`src/rtl/instr_loader.sv`:
```
// Run-time instruction memory loader: assembles big-endian words from a byte
// stream and writes them to consecutive word addresses while holding the CPU.
module instr_loader #(
  parameter int DEPTH = 32,
  parameter int CNT_W = 6
) (
  input  logic             clk_i,
  input  logic             rst_n_i,
  input  logic             start_i,
  input  logic [CNT_W-1:0] word_count_i,
  input  logic             abort_i,
  input  logic             byte_valid_i,
  input  logic [7:0]       byte_data_i,
  output logic             byte_ready_o,
  output logic             mem_we_o,
  output logic [31:0]      mem_waddr_o,
  output logic [31:0]      mem_wdata_o,
  output logic             busy_o,
  output logic             cpu_hold_o,
  output logic             done_o,
  output logic             err_o
);

  typedef enum logic [1:0] {S_IDLE, S_RECV, S_WRITE, S_DONE} state_e;

  localparam logic [CNT_W-1:0] DEPTH_C = CNT_W'(DEPTH);

  state_e           state_q, state_d;
  logic [CNT_W-1:0] cnt_q, cnt_d;
  logic [CNT_W-1:0] widx_q, widx_d;
  logic [1:0]       bidx_q, bidx_d;
  logic [23:0]      asm_q, asm_d;
  logic [31:0]      waddr_q, waddr_d;
  logic [31:0]      wdata_q, wdata_d;
  logic             err_d;
  logic             rdy_q, we_q, busy_q, done_q, err_q;

  always_comb begin
    state_d = state_q;
    cnt_d   = cnt_q;
    widx_d  = widx_q;
    bidx_d  = bidx_q;
    asm_d   = asm_q;
    waddr_d = waddr_q;
    wdata_d = wdata_q;
    err_d   = 1'b0;
    unique case (state_q)
      S_IDLE: begin
        if (start_i) begin
          if (word_count_i != '0 && word_count_i <= DEPTH_C) begin
            cnt_d   = word_count_i;
            widx_d  = '0;
            bidx_d  = '0;
            state_d = S_RECV;
          end else begin
            err_d = 1'b1;
          end
        end
      end
      S_RECV: begin
        // abort wins over a simultaneous 4th byte, dropping the partial word
        if (abort_i) begin
          state_d = S_IDLE;
        end else if (byte_valid_i) begin
          asm_d  = {asm_q[15:0], byte_data_i};
          bidx_d = bidx_q + 2'd1;
          if (bidx_q == 2'd3) begin
            waddr_d = {{(30-CNT_W){1'b0}}, widx_q, 2'b00};
            wdata_d = {asm_q, byte_data_i};
            state_d = S_WRITE;
          end
        end
      end
      S_WRITE: begin
        if (abort_i) begin
          state_d = S_IDLE;
        end else begin
          widx_d  = widx_q + 1'b1;
          bidx_d  = '0;
          state_d = (widx_q == cnt_q - 1'b1) ? S_DONE : S_RECV;
        end
      end
      S_DONE: state_d = S_IDLE;
      default: state_d = S_IDLE;
    endcase
  end

  // Status outputs are registered decodes of the next state.
  always_ff @(posedge clk_i) begin
    if (!rst_n_i) begin
      state_q <= S_IDLE;
      cnt_q   <= '0;
      widx_q  <= '0;
      bidx_q  <= '0;
      asm_q   <= '0;
      waddr_q <= '0;
      wdata_q <= '0;
      rdy_q   <= 1'b0;
      we_q    <= 1'b0;
      busy_q  <= 1'b0;
      done_q  <= 1'b0;
      err_q   <= 1'b0;
    end else begin
      state_q <= state_d;
      cnt_q   <= cnt_d;
      widx_q  <= widx_d;
      bidx_q  <= bidx_d;
      asm_q   <= asm_d;
      waddr_q <= waddr_d;
      wdata_q <= wdata_d;
      rdy_q   <= (state_d == S_RECV);
      we_q    <= (state_d == S_WRITE);
      busy_q  <= (state_d != S_IDLE);
      done_q  <= (state_d == S_DONE);
      err_q   <= err_d;
    end
  end

  assign byte_ready_o = rdy_q;
  assign mem_we_o     = we_q;
  assign mem_waddr_o  = waddr_q;
  assign mem_wdata_o  = wdata_q;
  assign busy_o       = busy_q;
  assign cpu_hold_o   = busy_q;
  assign done_o       = done_q;
  assign err_o        = err_q;

endmodule

```
`config.mk`:
```
export PLATFORM = sky130hd
export DESIGN_NAME = instr_loader
export DESIGN_NICKNAME = d
export VERILOG_FILES = /design/src/rtl/instr_loader.sv
export SDC_FILE = /design/constraint.sdc
export NUM_CORES = 1
export LEC_CHECK = 0
export BUFFER_PORTS_ARGS = -buffer_cell sky130_fd_sc_hd__buf_4
export CAP_MARGIN = 10
export CORE_MARGIN = 3
export CORE_UTILIZATION = 37
export CTS_CLUSTER_DIAMETER = 60
export CTS_CLUSTER_SIZE = 16
export DETAILED_ROUTE_END_ITERATION = 8
export PLACE_DENSITY_LB_ADDON = 0.05
export RECOVER_POWER = 50
export SKIP_LAST_GASP = 1
export SLEW_MARGIN = 5
export SYNTH_ARGS = -nofsm -noshare
export SYNTH_HDL_FRONTEND = slang
export SYNTH_SLANG_ARGS = --single-unit
```
`constraint.sdc`:
```
create_clock -name clk_i -period 2.3 [get_ports clk_i]
set_input_delay 0.46 -clock clk_i [delete_from_list [all_inputs] [get_ports clk_i]]
set_output_delay 0.46 -clock clk_i [all_outputs]
set_load 0.005 [all_outputs]
```
* Word level (Yosys, flattened, before mapping)
Cells that the tools add are included.
Storage, ports and cells: register bits after elaboration 83
Operators by class: add/sub/neg operators 3, $lt $le $gt $ge 1, eq/ne operators 13, mux-type cells 19, bitwise gates (word level) 1, reduce and logical (&&, ||, !) cells 12
Operators by type and width (count):
- 2-bit 2-to-1 mux | 12
- 6-bit 2-to-1 mux | 3
- 6-bit one-hot mux with 2 select lines | 1
- 2-bit == test, second input constant | 5
- 2-bit inequality test, second input constant | 5
- 3-bit AND reduction | 3
- 2-bit one-hot mux with 4 select lines | 1
- 4-bit AND reduction | 2
- 6-bit by 1-bit adder with 6-bit output, second input constant | 1
- 6-bit == test | 1
- 6-bit less-or-equal comparator, second input constant | 1
- 2-bit one-hot mux with 3 select lines | 1
- 6-bit AND reduction | 1
- 6-bit nonzero test | 1
- 6-bit by 1-bit subtractor with 6-bit output, second input constant | 1
- 2-bit by 1-bit == test with 1-bit output, second input constant | 2
- 2-bit nonzero test | 2
- 3-bit nonzero test | 1
- 2-bit by 1-bit adder with 2-bit output, second input constant | 1
- 2-bit logical NOT | 1
- 1-bit logical AND | 1
- 1-bit 2-to-1 mux | 1
- 1-bit inverter | 1

* Logic depth before layout (Yosys ltp)
Gate-level depths: netlist of run 1.
depth after elaboration 6, gate-level depth with buffers 7, mapped depth without buffers 7

* Worst setup path after synthesis of run 1
Ideal clock, no wire load.
path type input port to flip-flop, start input port word_count_i[3], end register bidx_q[1], setup time 116 ps, arrival 1700 ps, path slack 484 ps, stages on the path 6, cells stage by stage or4_4 o211ai_2 and3_1 buf_4 a21oi_1 a41o_1
Between the ends: word-level cells in the longest chain between the ends 4
RTL lines:
- from (decl) | RTL line 10 | input logic [CNT_W-1:0] word_count_i,
- 6-bit less-or-equal comparator / 6-bit nonzero test (equally long branches) | RTL line 50 | if (word_count_i != '0 && word_count_i <= DEPTH_C) begin
- 1-bit logical AND * | RTL line 50
- 2-bit inequality test (no source line) *
- 6-bit AND reduction (no source line) *
- to (signal assigned) | RTL line 107 | bidx_q <= bidx_d;
- to (decl) | RTL line 31 | logic [1:0] bidx_q, bidx_d;
Mark *: on every way between the ends. The rest lies on a longest branch, timed or not. A chain may end at the register's enable or synchronous reset.

* Worst setup path after layout of run 1
start register cnt_q[0], end register we_q (netlist: mem_we_o)
Between the ends: word-level cells in the longest chain between the ends 6
RTL lines:
- from (decl) | RTL line 29 | logic [CNT_W-1:0] cnt_q, cnt_d;
- from (signal assigned) | RTL line 105 | cnt_q <= cnt_d;
- 6-bit by 1-bit subtractor with 6-bit output | RTL line 80 | state_d = (widx_q == cnt_q - 1'b1) ? S_DONE : S_RECV;
- 6-bit == test | RTL line 80
- 2-bit 2-to-1 mux | RTL line 80
- 2-bit 2-to-1 mux | RTL line 75 | if (abort_i) begin
- 2-bit one-hot mux with 4 select lines | RTL line 47 | unique case (state_q)
- 2-bit == test | RTL line 112 | we_q <= (state_d == S_WRITE);
- to (signal assigned) | RTL line 112
- to (decl) | RTL line 36 | logic rdy_q, we_q, busy_q, done_q, err_q;
No other way between the ends.

==> impl_metrics.yaml, run 1 <==
clock_tree:
  tritoncts: "yes"
  htreeDepth: 3
  cts_setup_buffers: 0
  post_cts_resized: 0
  cts.path.max_buffers: 2
  cts_inserted_buffers: 9
  cts.clk_slew.worst_paths_ns: 0.09
  cts-root-buf: "clkbuf_8"
  clkLatencyLatePin_ns: 0.35
  hold_buffers: 0
  clock-sinks: 83
power_and_ir_drop:
  p_leak_nw: 1.58
  ir_drop_mv: 0.278
  total_power_mw: 2.79
  power.density_nw_per_um2: 659
timing:
  tns_ns: 0
  fin_ws_ns: 0.363
  slew_viol_final: 0
  slew_headroom: 0.488
  fin_skew_ns: 0.0104
  rsz0062_at_grt: "no"
  hold_viol_final: 0
  post-route-period-util: 0.842
  setup_viol: 0
  period_minus_slack_ns: 1.94
  whs_ns: 0.373
  fmax_mhz: 516
  worst_pin_slew_ns: 0.768
logic_synthesis:
  avgSynthCellArea_sq_um: 8.44
  synthFlopType: "dfxtp_1"
  synth_cells: 423
  yosysUniqueCellTypes: 39
  synth-seq-area-share: 0.465
  netlist_area_sq_um: 3570
  synthArstFlopShare: 0
  yosys_warnings: 0
  synth_edf_count: 0
  ys_ff_latch: 83
detailed_routing:
  drt_iter0_markers: 72
  via_count: 2792
  first_pass_iters: 4
  ant_nets: 0
  drc: 0
  wirelength_mm: 7.56
  avgRoutedWirePerCell_um: 12.4
  avgViaCountPerCell: 4.57
grt:
  grt_first_pass_wirelength_mm: 12.9
  grt_overflow: 0
  grt_max_degree: 51
  grt.total_usage: 0.142
  grt_pass1_vias: 2661
  antenna_found_initial: 0
placed_design:
  hpwl_mm: 5.06
  gp_congestion: 0.760
  place_ws_ns: 0.189
  portBuffers: 62
floorplanning:
  ios: 89
  die_area_sq_um: 10900
  initial_core_util: 0.383
  rows: 35
  die_w_um: 104
  die_height_um: 104
  fp.coreArea_sq_um: 9330
layout:
  syn_to_final_growth_pct: 18.6
  layout.nets: 499
  n_fill_cell: 979
  regArea_sq_um: 1660
  diodes: 0
  final_util: 0.454
  layout-drive-gt1-share: 0.176
  multi_input_area_sq_um: 1680
status:
  status: "finished clean"
worst_hold_path:
  hold_start: "byte_data_i[6]"
  min_path_type: "input port to flip-flop"
  hold_end: "mem_wdata_o[6]"
  worstHoldPathCells: 3
worst_setup_path:
  regToRegStartpoint: "cnt_q[0]"
  crit_type: "flip-flop to flip-flop"
  required_ns: 2.58
  worst_setup_path_end_kind: "flip-flop"
  r2r_cells: 7
  r2r_setup_slack_ns: 0.36
  cp_max_fo: 5
  r2r_end: "mem_we_o"
  startpoint_type: "flip-flop"
  arrival_ns: 2.21
job:
  max-cap-violations: 0
layout make-up:
| class | instances | area share |
|---|---|---|
| Multi-Input combinational cell | 310 | 0.396 |
| Timing Repair Buffer | 69 | 0.116 |
| Clock inverter | 5 | 0.0201 |
| Tap cell | 129 | 0.0381 |
| Clock buffer | 11 | 0.0334 |
| Sequential cell | 83 | 0.392 |
| Inverter | 4 | 0.00355 |
Yosys cell counts, types with 4 or more instances:
cell type	count	area, sq um
a21boi_0	70	526
a21oi_1	4	20.0
buf_2	7	35.0
buf_4	28	210
clkbuf_1	14	52.6
dfxtp_1	83	1660
inv_1	4	15.0
nand2_1	135	507
nand3_1	12	60.1
nor2_1	12	45.0
xnor2_1	12	105
metal layers:
layer  GRT usage  wire length, um  vias up
met1       0.195             3830     1283
met4      0.0541               89        0
met2       0.218             3270       65
met5           0                0        -
met3      0.0317              361        8
li1            -                -     1436
critical path, stage by stage (launching register included):
cell	delay, ns
dfxtp_1	0.42
inv_1	0.07
ha_1	0.22
nor3b_1	0.15
xnor2_1	0.12
or4_1	0.54
o21ai_2	0.19
nor3b_2	0.18
logic make-up (layout without fill, tap and decap cells):
group | after synthesis | after routing | synth area share
flip-flops | 83 | 83 | 0.465
adder cells (fa/ha/maj) | 3 | 3 | 0.0105
buffers and inverters | 55 | 89 | 0.0897
XOR/XNOR | 14 | 14 | 0.0343
other | 1 | 26 | 0.00105
AO/OA/AOI/OAI | 84 | 84 | 0.174
AND/OR/NAND/NOR | 183 | 183 | 0.225
stage by stage:
stage,instances,cell area [sq um]
final,611,4240
after global routing,611,4240
after CTS,611,4270
after detailed placement,595,4040
after global placement,595,4040
after floorplan,448,3660
how the worst max path moves through the flow:
stage                    start             end  slack, ns  cells after the start
2_1_floorplan  word_count_i[3]       bidx_q[1]       0.48                      6
3_3_place_gp   word_count_i[3]       bidx_q[1]       0.23                      6
3_5_place_dp   word_count_i[3]       bidx_q[1]       0.19                      6
4_1_cts               cnt_q[0]        mem_we_o       0.36                      7
5_1_grt             state_q[1]  mem_wdata_o[1]       0.19                      5
6_report              cnt_q[0]        mem_we_o       0.36                      7
power breakdown:
| group | switching (mW) | internal [mW] |
|---|---|---|
| Clock | 0.533 | 0.648 |
| Sequential | 0.00970 | 1.45 |
| Combinational | 0.0815 | 0.0714 |
| Total | 0.625 | 2.17 |
registers in the layout (all words and copies together) (netlist names):
signal	count
done_o	1
mem_we_o	1
mem_waddr_o	6
mem_wdata_o	32
bidx_q	2
asm_q	24
state_q	2
widx_q	6
err_o	1
busy_o	1
byte_ready_o	1
cnt_q	6
placed cells by master, fill, tap and decap left out, types with 2 or more instances in the layout:
cell type / count
nand2_1: 135
dfxtp_1: 83
a21boi_0: 70
clkbuf_4: 40
conb_1: 26
buf_4: 22
nand3_1: 12
xnor2_1: 12
nor2_1: 10
clkbuf_8: 10
clkbuf_1: 8
inv_1: 4
a21oi_1: 4
or4_1: 3
a31oi_1: 3
and3_1: 3
ha_1: 3
o211ai_1: 2
nor3_1: 2
and2b_1: 2
nor2_2: 2
or2_2: 2
o21a_1: 2
xor2_1: 2
nor2b_1: 2
bufinv_16: 2
Power figures use the tool's default switching activity.
==> inputs of run 2 (changes only) <==
--- a/config.mk
+++ b/config.mk
@@ -5,6 +5,7 @@
 export SDC_FILE = /design/constraint.sdc
 export NUM_CORES = 1
 export LEC_CHECK = 0
+export ABC_AREA = 1
 export BUFFER_PORTS_ARGS = -buffer_cell sky130_fd_sc_hd__buf_4
 export CAP_MARGIN = 10
 export CORE_MARGIN = 3
==> constraint.sdc (replaced) <==
create_clock -name clk_i -period 1.65 [get_ports clk_i]
set_input_delay 0.33 -clock clk_i [delete_from_list [all_inputs] [get_ports clk_i]]
set_output_delay 0.33 -clock clk_i [all_outputs]
set_load 0.005 [all_outputs]
==> run 2 against run 1 <==
Against the previous run: global-route usage increased by 1.1 points; flip-flop and latch count unchanged; register-to-register slack got worse by 0.20 ns; synthesized cell count increased by 12%; area after synthesis decreased by 0.70%; clock skew increased by 0.0033 ns; sequential power increased by 42%; wire length increased by 7.8%; first-iteration DRC count increased by 64%; critical endpoint is now done_o.
==> impl_metrics.yaml, run 2 <==
status:
  status: "finished clean"
timing:
  fmax_mhz: 671
  post-route-period-util: 0.903
  period_minus_slack_ns: 1.49
  hold_viol_final: 0
  setup_viol: 0
  fin_skew_ns: 0.0137
  fin_ws_ns: 0.160
  slew_viol_final: 0
placed_design:
  dpl-instance-area_sq_um: 3990
  place_ws_ns: 0.0485
  hpwl_mm: 5.53
  gp_congestion: 0.774
  dp.cells: 647
  portBuffers: 62
job:
  max-cap-violations: 0
grt:
  grt_first_pass_wirelength_mm: 13.8
  antenna_found_initial: 0
  grt_max_degree: 43
  grt_pass1_vias: 2987
  grt.total_usage: 0.153
  grt_overflow: 0
logic_synthesis:
  synth_xor_area_frac: 0.00988
  synth_cells: 474
  synth_area_leaders: "dfxtp_1, nor2_1, o21ai_0"
  yosys_warnings: 0
  synthArstFlopShare: 0
  yosys.area_share.adder: 0.0106
  yosysUniqueCellTypes: 29
  yosys-mux-area-fraction: 0
  ys_ff_latch: 83
  yosys.area.top_type: "dfxtp_1"
  avgSynthCellArea_sq_um: 7.48
  synth_most_common_cell: "nor2_1"
  synthFlopType: "dfxtp_1"
  synth_common_cells: "nor2_1, dfxtp_1, o21ai_0"
  netlist_area_sq_um: 3550
  synth-compound-area-share: 0.129
  yosys.area.top_type_share: 0.469
  synth-seq-area-share: 0.469
  synth_top_family_by_area: "simple AND/OR/NAND/NOR gates"
  synthSimpleGateAreaFrac: 0.249
  synth_edf_count: 0
clock_tree:
  clkLatencyLatePin_ns: 0.35
  cts.path.max_buffers: 2
  htreeDepth: 3
  cts-root-buf: "clkbuf_8"
  tritoncts: "yes"
  cts_inserted_buffers: 9
  cts_setup_buffers: 0
  clock-sinks: 83
  cts.clk_slew.worst_paths_ns: 0.10
worst_hold_path:
  worstHoldPathCells: 3
  min_path_type: "input port to flip-flop"
layout:
  final_common_cell: "nor2_1"
  diodes: 0
  layout.nets: 551
  final_cell_mix: "nor2_1, dfxtp_1, o21ai_0"
  stdcell_area_sq_um: 4160
  n_fill_cell: 999
  layout-drive-gt1-share: 0.178
  fin_cells: 663
  syn_to_final_growth_pct: 17.4
  largest_reg_flops: 32
worst_setup_path:
  worst_setup_path_end_kind: "flip-flop"
  arrival_ns: 1.77
  crit_type: "flip-flop to flip-flop"
  cp_max_fo: 5
  r2r_cells: 12
  startpoint_type: "flip-flop"
  r2r_setup_slack_ns: 0.16
  regToRegStartpoint: "cnt_q[0]"
  required_ns: 1.93
  r2r_end: "done_o"
  cp-endpoint: "done_o"
  crit_start: "cnt_q[0]"
power_and_ir_drop:
  ir_drop_mv: 0.335
  seqPwrFrac: 0.553
  p_switching_mw: 1.03
  power_frac_clock: 0.364
  power.density_nw_per_um2: 904
  comb_power_share: 0.084
  switching_share: 0.273
  p_int_mw: 2.74
  p_leak_nw: 2.09
detailed_routing:
  avgViaCountPerCell: 4.53
  via_count: 3002
  first_pass_iters: 4
  avgRoutedWirePerCell_um: 12.3
  wirelength_mm: 8.14
  drc: 0
  drt_iter0_markers: 118
  ant_nets: 0
floorplanning:
  die_area_sq_um: 10800
  ios: 89
  rows: 35
  die_height_um: 104
  fp.coreArea_sq_um: 9280
  initial_core_util: 0.382
  die_w_um: 104
[run 2: layer usage]
layer  vias to the layer above  track usage  share of wire
li1                       1570            -              -
met1                      1352        0.199           0.49
met2                        69        0.248           0.45
met3                        11       0.0385          0.052
met4                         0       0.0494          0.013
met5                         -            0              0
[run 2: final cells by class]
type,count,area [sq um],area share
Inverter,32,123,0.0294
Clock inverter,7,57.6,0.0138
Sequential cell,83,1660,0.400
Timing Repair Buffer,67,509,0.122
Clock buffer,9,124,0.0297
Multi-Input combinational cell,336,1530,0.366
Tap cell,129,161,0.0388
[run 2: repair_timing]
item | CTS | global route
endpoints found under the setup margin | 0 | 5
hold buffers | 0 | 0
resized for setup | 0 | 5
[run 2: power groups by stage]
| stage | Clock, mW | Sequential (mW) | Combinational (mW) |
|---|---|---|---|
| 2_1_floorplan | 0 | 2.12 | 0.252 |
| 3_3_place_gp | 0 | 2.13 | 0.309 |
| 3_5_place_dp | 0 | 2.13 | 0.310 |
| 4_1_cts | 1.41 | 2.08 | 0.311 |
| 5_1_grt | 1.48 | 2.09 | 0.365 |
| 6_report | 1.37 | 2.08 | 0.315 |
[run 2: cell families after synthesis]
| group | count (synthesis) |
|---|---|
| fa+ha+maj | 3 |
| flops | 83 |
| compound gates | 90 |
| simple gates | 213 |
| xor+xnor | 4 |
| buf+inv | 80 |
| other cells | 1 |
[run 2: worst min path at each step]
stage                              start         endpoint  slack [ns]
after global placement         asm_q[23]  mem_wdata_o[31]        0.47
after floorplan                 cnt_q[1]         cnt_q[1]        0.45
after CTS                 byte_data_i[7]   mem_wdata_o[7]        0.21
after detailed placement        cnt_q[1]         cnt_q[1]        0.47
final                     byte_data_i[3]         asm_q[3]        0.22
after global routing      byte_data_i[3]   mem_wdata_o[3]        0.23
[run 2: critical path, stage by stage, from the launching register on]
cell and delay, ns:
dfxtp_2 0.35, inv_2 0.06, ha_4 0.26, nor2_1 0.03
nor2_1 0.10, nand2_1 0.06, nor2_1 0.07, nand2_1 0.05
nor2_1 0.08, nand2_1 0.07, nand2_2 0.07, nand3_2 0.09
nor2_1 0.11
[run 2: through the flow]
step / hold slack, ns / total power [mW] / util / TNS [ns]
6_report: 0.223 / 3.76 / 0.449 / 0
3_5_place_dp: 0.466 / 2.44 / 0.429 / 0
3_3_place_gp: 0.468 / 2.43 / 0.429 / 0
2_1_floorplan: 0.448 / 2.37 / - / 0
4_1_cts: 0.214 / 3.80 / 0.449 / 0
5_1_grt: 0.230 / 3.93 / 0.449 / -0.000997
